<file path="src/rtl/memory_bira.sv">
// Built-in redundancy analysis: merges BIST fault strobes into a table of unique failing rows,
// one spare per entry, then remaps functional addresses onto spares when the run is repairable.
module memory_bira #(
  parameter int unsigned ADDR_WIDTH = 8,
  parameter int unsigned DATA_WIDTH = 32,
  parameter int unsigned NUM_SPARES = 4,
  localparam int unsigned IdxW = (NUM_SPARES > 1) ? $clog2(NUM_SPARES) : 1,
  localparam int unsigned CntW = $clog2(NUM_SPARES + 1)
) (
  input  logic                  clk,
  input  logic                  rst_n,
  input  logic                  bist_start,
  input  logic                  bist_done,
  input  logic                  fault_valid,
  input  logic [ADDR_WIDTH-1:0] fault_addr,
  input  logic [DATA_WIDTH-1:0] fault_bits,
  input  logic                  clear,
  input  logic [ADDR_WIDTH-1:0] func_addr,
  output logic                  remap_hit,
  output logic [IdxW-1:0]       remap_idx,
  output logic                  collecting,
  output logic                  repair_done,
  output logic                  repairable,
  output logic                  overflow,
  output logic [CntW-1:0]       spares_used,
  output logic [15:0]           fault_count,
  input  logic [IdxW-1:0]       rd_idx,
  output logic                  rd_valid,
  output logic [ADDR_WIDTH-1:0] rd_addr,
  output logic [DATA_WIDTH-1:0] rd_bits
);

  typedef enum logic [1:0] {StIdle, StCollect, StDone} state_e;

  state_e state_q, state_d;

  logic [NUM_SPARES-1:0] valid_q, valid_d;
  logic [ADDR_WIDTH-1:0] addr_q [NUM_SPARES];
  logic [ADDR_WIDTH-1:0] addr_d [NUM_SPARES];
  logic [DATA_WIDTH-1:0] bits_q [NUM_SPARES];
  logic [DATA_WIDTH-1:0] bits_d [NUM_SPARES];
  logic [CntW-1:0]       used_q, used_d;
  logic [15:0]           count_q, count_d;
  logic                  ovf_q, ovf_d;
  logic                  remap_hit_q, remap_hit_d;
  logic [IdxW-1:0]       remap_idx_q, remap_idx_d;

  logic                  accept;
  logic [NUM_SPARES-1:0] hit_vec;

  // FSM: state register
  always_ff @(posedge clk) begin
    if (!rst_n) begin
      state_q <= StIdle;
    end else begin
      state_q <= state_d;
    end
  end

  // FSM: next state
  always_comb begin
    state_d = state_q;
    if (clear) begin
      state_d = StIdle;
    end else if (bist_start) begin
      state_d = StCollect;
    end else if (state_q == StCollect && bist_done) begin
      state_d = StDone;
    end
  end

  // FSM: outputs
  always_comb begin
    collecting  = (state_q == StCollect);
    repair_done = (state_q == StDone);
    repairable  = (state_q == StDone) && !ovf_q;
  end

  assign accept = (state_q == StCollect) && fault_valid && !clear && !bist_start;

  // Lookup against registered contents so a repeated new address merges on the next cycle.
  always_comb begin
    hit_vec = '0;
    for (int i = 0; i < NUM_SPARES; i++) begin
      hit_vec[i] = valid_q[i] && (addr_q[i] == fault_addr);
    end
  end

  always_comb begin
    valid_d = valid_q;
    addr_d  = addr_q;
    bits_d  = bits_q;
    used_d  = used_q;
    count_d = count_q;
    ovf_d   = ovf_q;
    if (clear || bist_start) begin
      valid_d = '0;
      used_d  = '0;
      count_d = '0;
      ovf_d   = 1'b0;
      for (int i = 0; i < NUM_SPARES; i++) begin
        addr_d[i] = '0;
        bits_d[i] = '0;
      end
    end else if (accept) begin
      if (count_q != 16'hFFFF) count_d = count_q + 16'd1;
      if (|hit_vec) begin
        for (int i = 0; i < NUM_SPARES; i++) begin
          if (hit_vec[i]) bits_d[i] = bits_q[i] | fault_bits;
        end
      end else if (used_q < CntW'(NUM_SPARES)) begin
        for (int i = 0; i < NUM_SPARES; i++) begin
          if (CntW'(i) == used_q) begin
            valid_d[i] = 1'b1;
            addr_d[i]  = fault_addr;
            bits_d[i]  = fault_bits;
          end
        end
        used_d = used_q + CntW'(1);
      end else begin
        ovf_d = 1'b1;
      end
    end
  end

  always_comb begin
    remap_hit_d = 1'b0;
    remap_idx_d = '0;
    if (repairable) begin
      for (int i = 0; i < NUM_SPARES; i++) begin
        if (valid_q[i] && addr_q[i] == func_addr) begin
          remap_hit_d = 1'b1;
          remap_idx_d = IdxW'(i);
        end
      end
    end
  end

  always_ff @(posedge clk) begin
    if (!rst_n) begin
      valid_q     <= '0;
      used_q      <= '0;
      count_q     <= '0;
      ovf_q       <= 1'b0;
      remap_hit_q <= 1'b0;
      remap_idx_q <= '0;
      for (int i = 0; i < NUM_SPARES; i++) begin
        addr_q[i] <= '0;
        bits_q[i] <= '0;
      end
    end else begin
      valid_q     <= valid_d;
      used_q      <= used_d;
      count_q     <= count_d;
      ovf_q       <= ovf_d;
      remap_hit_q <= remap_hit_d;
      remap_idx_q <= remap_idx_d;
      for (int i = 0; i < NUM_SPARES; i++) begin
        addr_q[i] <= addr_d[i];
        bits_q[i] <= bits_d[i];
      end
    end
  end

  // Unallocated entries are held at zero, so gating on valid yields the required zero read-back.
  always_comb begin
    rd_valid = 1'b0;
    rd_addr  = '0;
    rd_bits  = '0;
    for (int i = 0; i < NUM_SPARES; i++) begin
      if (IdxW'(i) == rd_idx && valid_q[i]) begin
        rd_valid = 1'b1;
        rd_addr  = addr_q[i];
        rd_bits  = bits_q[i];
      end
    end
  end

  assign remap_hit   = remap_hit_q;
  assign remap_idx   = remap_idx_q;
  assign overflow    = ovf_q;
  assign spares_used = used_q;
  assign fault_count = count_q;

endmodule

</file>
<file path="config.mk">
export PLATFORM = sky130hd
export DESIGN_NAME = memory_bira
export DESIGN_NICKNAME = d
export VERILOG_FILES = /design/src/rtl/memory_bira.sv
export SDC_FILE = /design/constraint.sdc
export NUM_CORES = 1
export LEC_CHECK = 0
export ABC_AREA = 1
export BUFFER_PORTS_ARGS = -buffer_cell sky130_fd_sc_hd__buf_2
export CAP_MARGIN = 15
export CORE_AREA = 4 4 185 142
export CTS_CLUSTER_DIAMETER = 100
export CTS_CLUSTER_SIZE = 10
export DETAILED_ROUTE_END_ITERATION = 12
export DIE_AREA = 0 0 189 146
export GPL_ROUTABILITY_DRIVEN = 0
export SLEW_MARGIN = 20
export SYNTH_ARGS = -nofsm -noshare
export SYNTH_HDL_FRONTEND = slang
export SYNTH_SLANG_ARGS = --single-unit
</file>
<file path="constraint.sdc">
create_clock -name clk -period 2.6 [get_ports clk]
set_input_delay 0.65 -clock clk [delete_from_list [all_inputs] [get_ports clk]]
set_output_delay 0.65 -clock clk [all_outputs]
set_load 0.05 [all_outputs]
</file>
==> flow_metrics.py <==
metrics = {
    "logic_synthesis": {
        "ys_top_cells_by_count": "nand2_1, nor2_1, inv_1",
        "syn-num-nets": 1789,
        "yosysTopAreaCell": "dfxtp_1",
        "synthCells": 1727,
        "yosysSeqAreaShare_pct": 35.6,
        "ys_types": 40,
        "asyncSetResetFlopFracSynth_pct": 0,
        "synth_flop_cell": "dfxtp_1",
        "synthMostInstantiatedCell": "nand2_1",
        "netlist_area_um2": 10600,
        "synth_seq_cells": 189,
        "ys.warnings.count": 0,
        "yosys.area.top_type_share_pct": 35.6,
        "avgSynthCellArea_um2": 6.15,
        "synth_area_leaders": "dfxtp_1, nand2_1, nor2_1, inv_1, o21ai_1",
        "synth_edf_count": 0,
    },
    "outcome": {
        "status": "completed",
    },
    "pwr": {
        "p_per_area_nw_per_um2": 460,
        "peakVddDrop_mv": 0.466,
        "leakage_uw": 0.00602,
    },
    "critical_path": {
        "end_kind": "primary output",
        "crit_slowest_cell": "or4_1",
        "path_buf_inv": 4,
        "worstPathRequired_ns": 1.95,
        "cp-start-kind": "input port",
        "crit_family": "buffers and inverters",
        "criticalPathCategory": "in -> out",
        "worstPathArrival_ns": 1.94,
        "crit_cells": 6,
        "r2r_cells": 13,
        "crit_chain": "buf_2 -> inv_1 -> nor3_4 -> buf_2 -> or4_1 -> buf_4",
        "r2r_slack_ns": 0.28,
        "path_common_cell": "buf_2",
        "crit_path_max_fanout": 4,
        "cpPeakStageDelay_ns": 0.53,
    },
    "placement": {
        "dp_hpwl_mm": 22.8,
        "portBuffers": 122,
    },
    "grt": {
        "grt_max_degree": 73,
        "grt_pass1_wl_mm": 52.3,
        "antenna_found_initial": 0,
        "track_usage_pct": 23.2,
        "overflow": 0,
        "first_global_vias": 9783,
    },
    "final_layout": {
        "antennaDiodeCount": 0,
        "finish.utilization_pct": 52.2,
        "area_growth_pct": 20.9,
        "final_nets": 1904,
        "drive_above_1_share_pct": 14.7,
    },
    "routing": {
        "ant_nets": 0,
        "firstDrtPassIters": 5,
        "post-route-drc-count": 0,
        "vias": 11100,
        "routed_wl_mm": 33.1,
        "wl_per_cell_um": 15.1,
        "drt-initial-drc-count": 890,
        "vias_per_cell": 5.07,
    },
    "clocking": {
        "clock_path_buffers": 2,
        "clkSinkCount": 189,
        "tritoncts": "yes",
        "clkTransAtPathRegs_ns": 0.07,
        "clkLatencyLatePin_ns": 0.44,
        "cts_inserted_buffers": 17,
        "htreeDepth": 4,
        "cts_hold_buffers": 0,
        "cts-root-buf": "clkbuf_16",
    },
    "min_path": {
        "hold_path_depth": 1,
        "hold_path_class": "reg -> reg",
    },
    "die": {
        "die_height_um": 146,
        "die_area_um2": 27600,
        "start_util_pct": 43.2,
        "core_area_um2": 24600,
        "boundaryPins": 123,
        "rows": 50,
        "die_x_um": 189,
    },
    "sta": {
        "post-route-period-util_pct": 99.5,
        "rsz0062_at_grt": "yes",
        "max_freq_ghz": 0.387,
        "setup_viol": 0,
        "worst_pin_slew_ns": 1.03,
        "period_needed_ns": 2.59,
        "relSlewSlack_pct": 31.1,
        "hold_viol_final": 0,
        "whs_ns": 0.473,
        "skew_ns": 0.0109,
        "slew_viol_final": 0,
    },
    "job": {
        "maxCapViolations": 0,
    },
}
-- registers in the layout, summed over array words and instances (netlist names) --
name / count
addr_q: 32
bits_q: 128
fault_count: 16
overflow: 1
remap_hit: 1
remap_idx: 2
spares_used: 3
state_q: 2
valid_q: 4
-- per-stage QoR --
| stage | setup TNS, ns | setup slack [ns] | total power [uW] | instances | area [um^2] |
|---|---|---|---|---|---|
| 3_5_place_dp | -0.966 | -0.158 | 3280 | 2159 | 12000 |
| 4_1_cts | 0 | 0.000836 | 5950 | 2191 | 12700 |
| 5_1_grt | -0.00973 | -0.00940 | 6120 | 2193 | 12800 |
| 3_3_place_gp | -0.219 | -0.114 | 3280 | 2159 | 12000 |
| 6_report | 0 | 0.0128 | 5900 | 2193 | 12800 |
| 2_1_floorplan | -1.21 | -0.0303 | 3150 | 1727 | 10600 |
-- kinds of logic after synthesis --
group	share of synthesized area [%]
xor gates and xnor gates	1.24
DFF	35.6
adders and majority gates	0.707
buffers and inverters	13.3
and+or+nand+nor	34.9
AOI/OAI and AO/OA	14.2
-- final timing paths --
path / startpoint / to
worst min-delay path: fault_count[6] / fault_count[6]
worst max-delay path: rd_idx[1] / rd_valid
worst min register to register: fault_count[6] / fault_count[6]
worst max register to register: addr_q[16] / addr_q[15]
-- placed cells by master, fill, tap and decap left out, types with 2 or more instances in the layout --
cell,count
nand2_1,482
nor2_1,308
inv_1,223
dfxtp_1,187
o21ai_1,123
buf_2,92
nand3_1,91
buf_4,63
a21oi_1,58
o2111ai_1,28
buf_12,26
o21ai_0,22
clkbuf_16,17
inv_2,15
o2111ai_2,13
nor3_1,9
xnor2_1,8
nand4_1,7
xor2_1,7
ha_1,6
o22ai_1,5
buf_6,5
nand2_2,4
o21a_1,4
nand2_4,4
nor3_4,4
nor2_4,4
nor4_1,3
clkinv_4,3
clkinvlp_4,3
a211oi_1,2
o2111ai_4,2
nor2_2,2
clkbuf_1,2
bufinv_16,2
inv_6,2
clkbuf_8,2
-- report_power, final --
| part | switching (uW) | internal, uW | total (uW) | leakage [uW] |
|---|---|---|---|---|
| Clock | 1200 | 1480 | 2680 | 0.000282 |
| Sequential | 1.59 | 2890 | 2900 | 0.00152 |
| Combinational | 209 | 114 | 322 | 0.00421 |
| Total | 1410 | 4490 | 5900 | 0.00602 |
-- repair_timing --
item	CTS	global route
setup buffers	0	1
endpoints found under the setup margin	33	41
gates cloned	0	1
pin swaps	0	2
resized for setup	36	32
-- per-layer routing --
layer  global-route usage, %  vias up  wire length [um]
li1                        -     5617                 -
met1                    35.6     5131             16400
met2                    33.7      334             14100
met3                    4.51       29              2200
met4                    4.48        0               381
met5                       0        -                 0
-- area by class of cell --
type,instances,area [um^2]
fill,2551,11700
multi-input combinational,1206,5600
sequential,189,3790
timing repair buffer,187,1520
inverter,241,912
clock buffer,21,460
tap,338,423
clock inverter,11,134
Power figures use the tool's default switching activity.
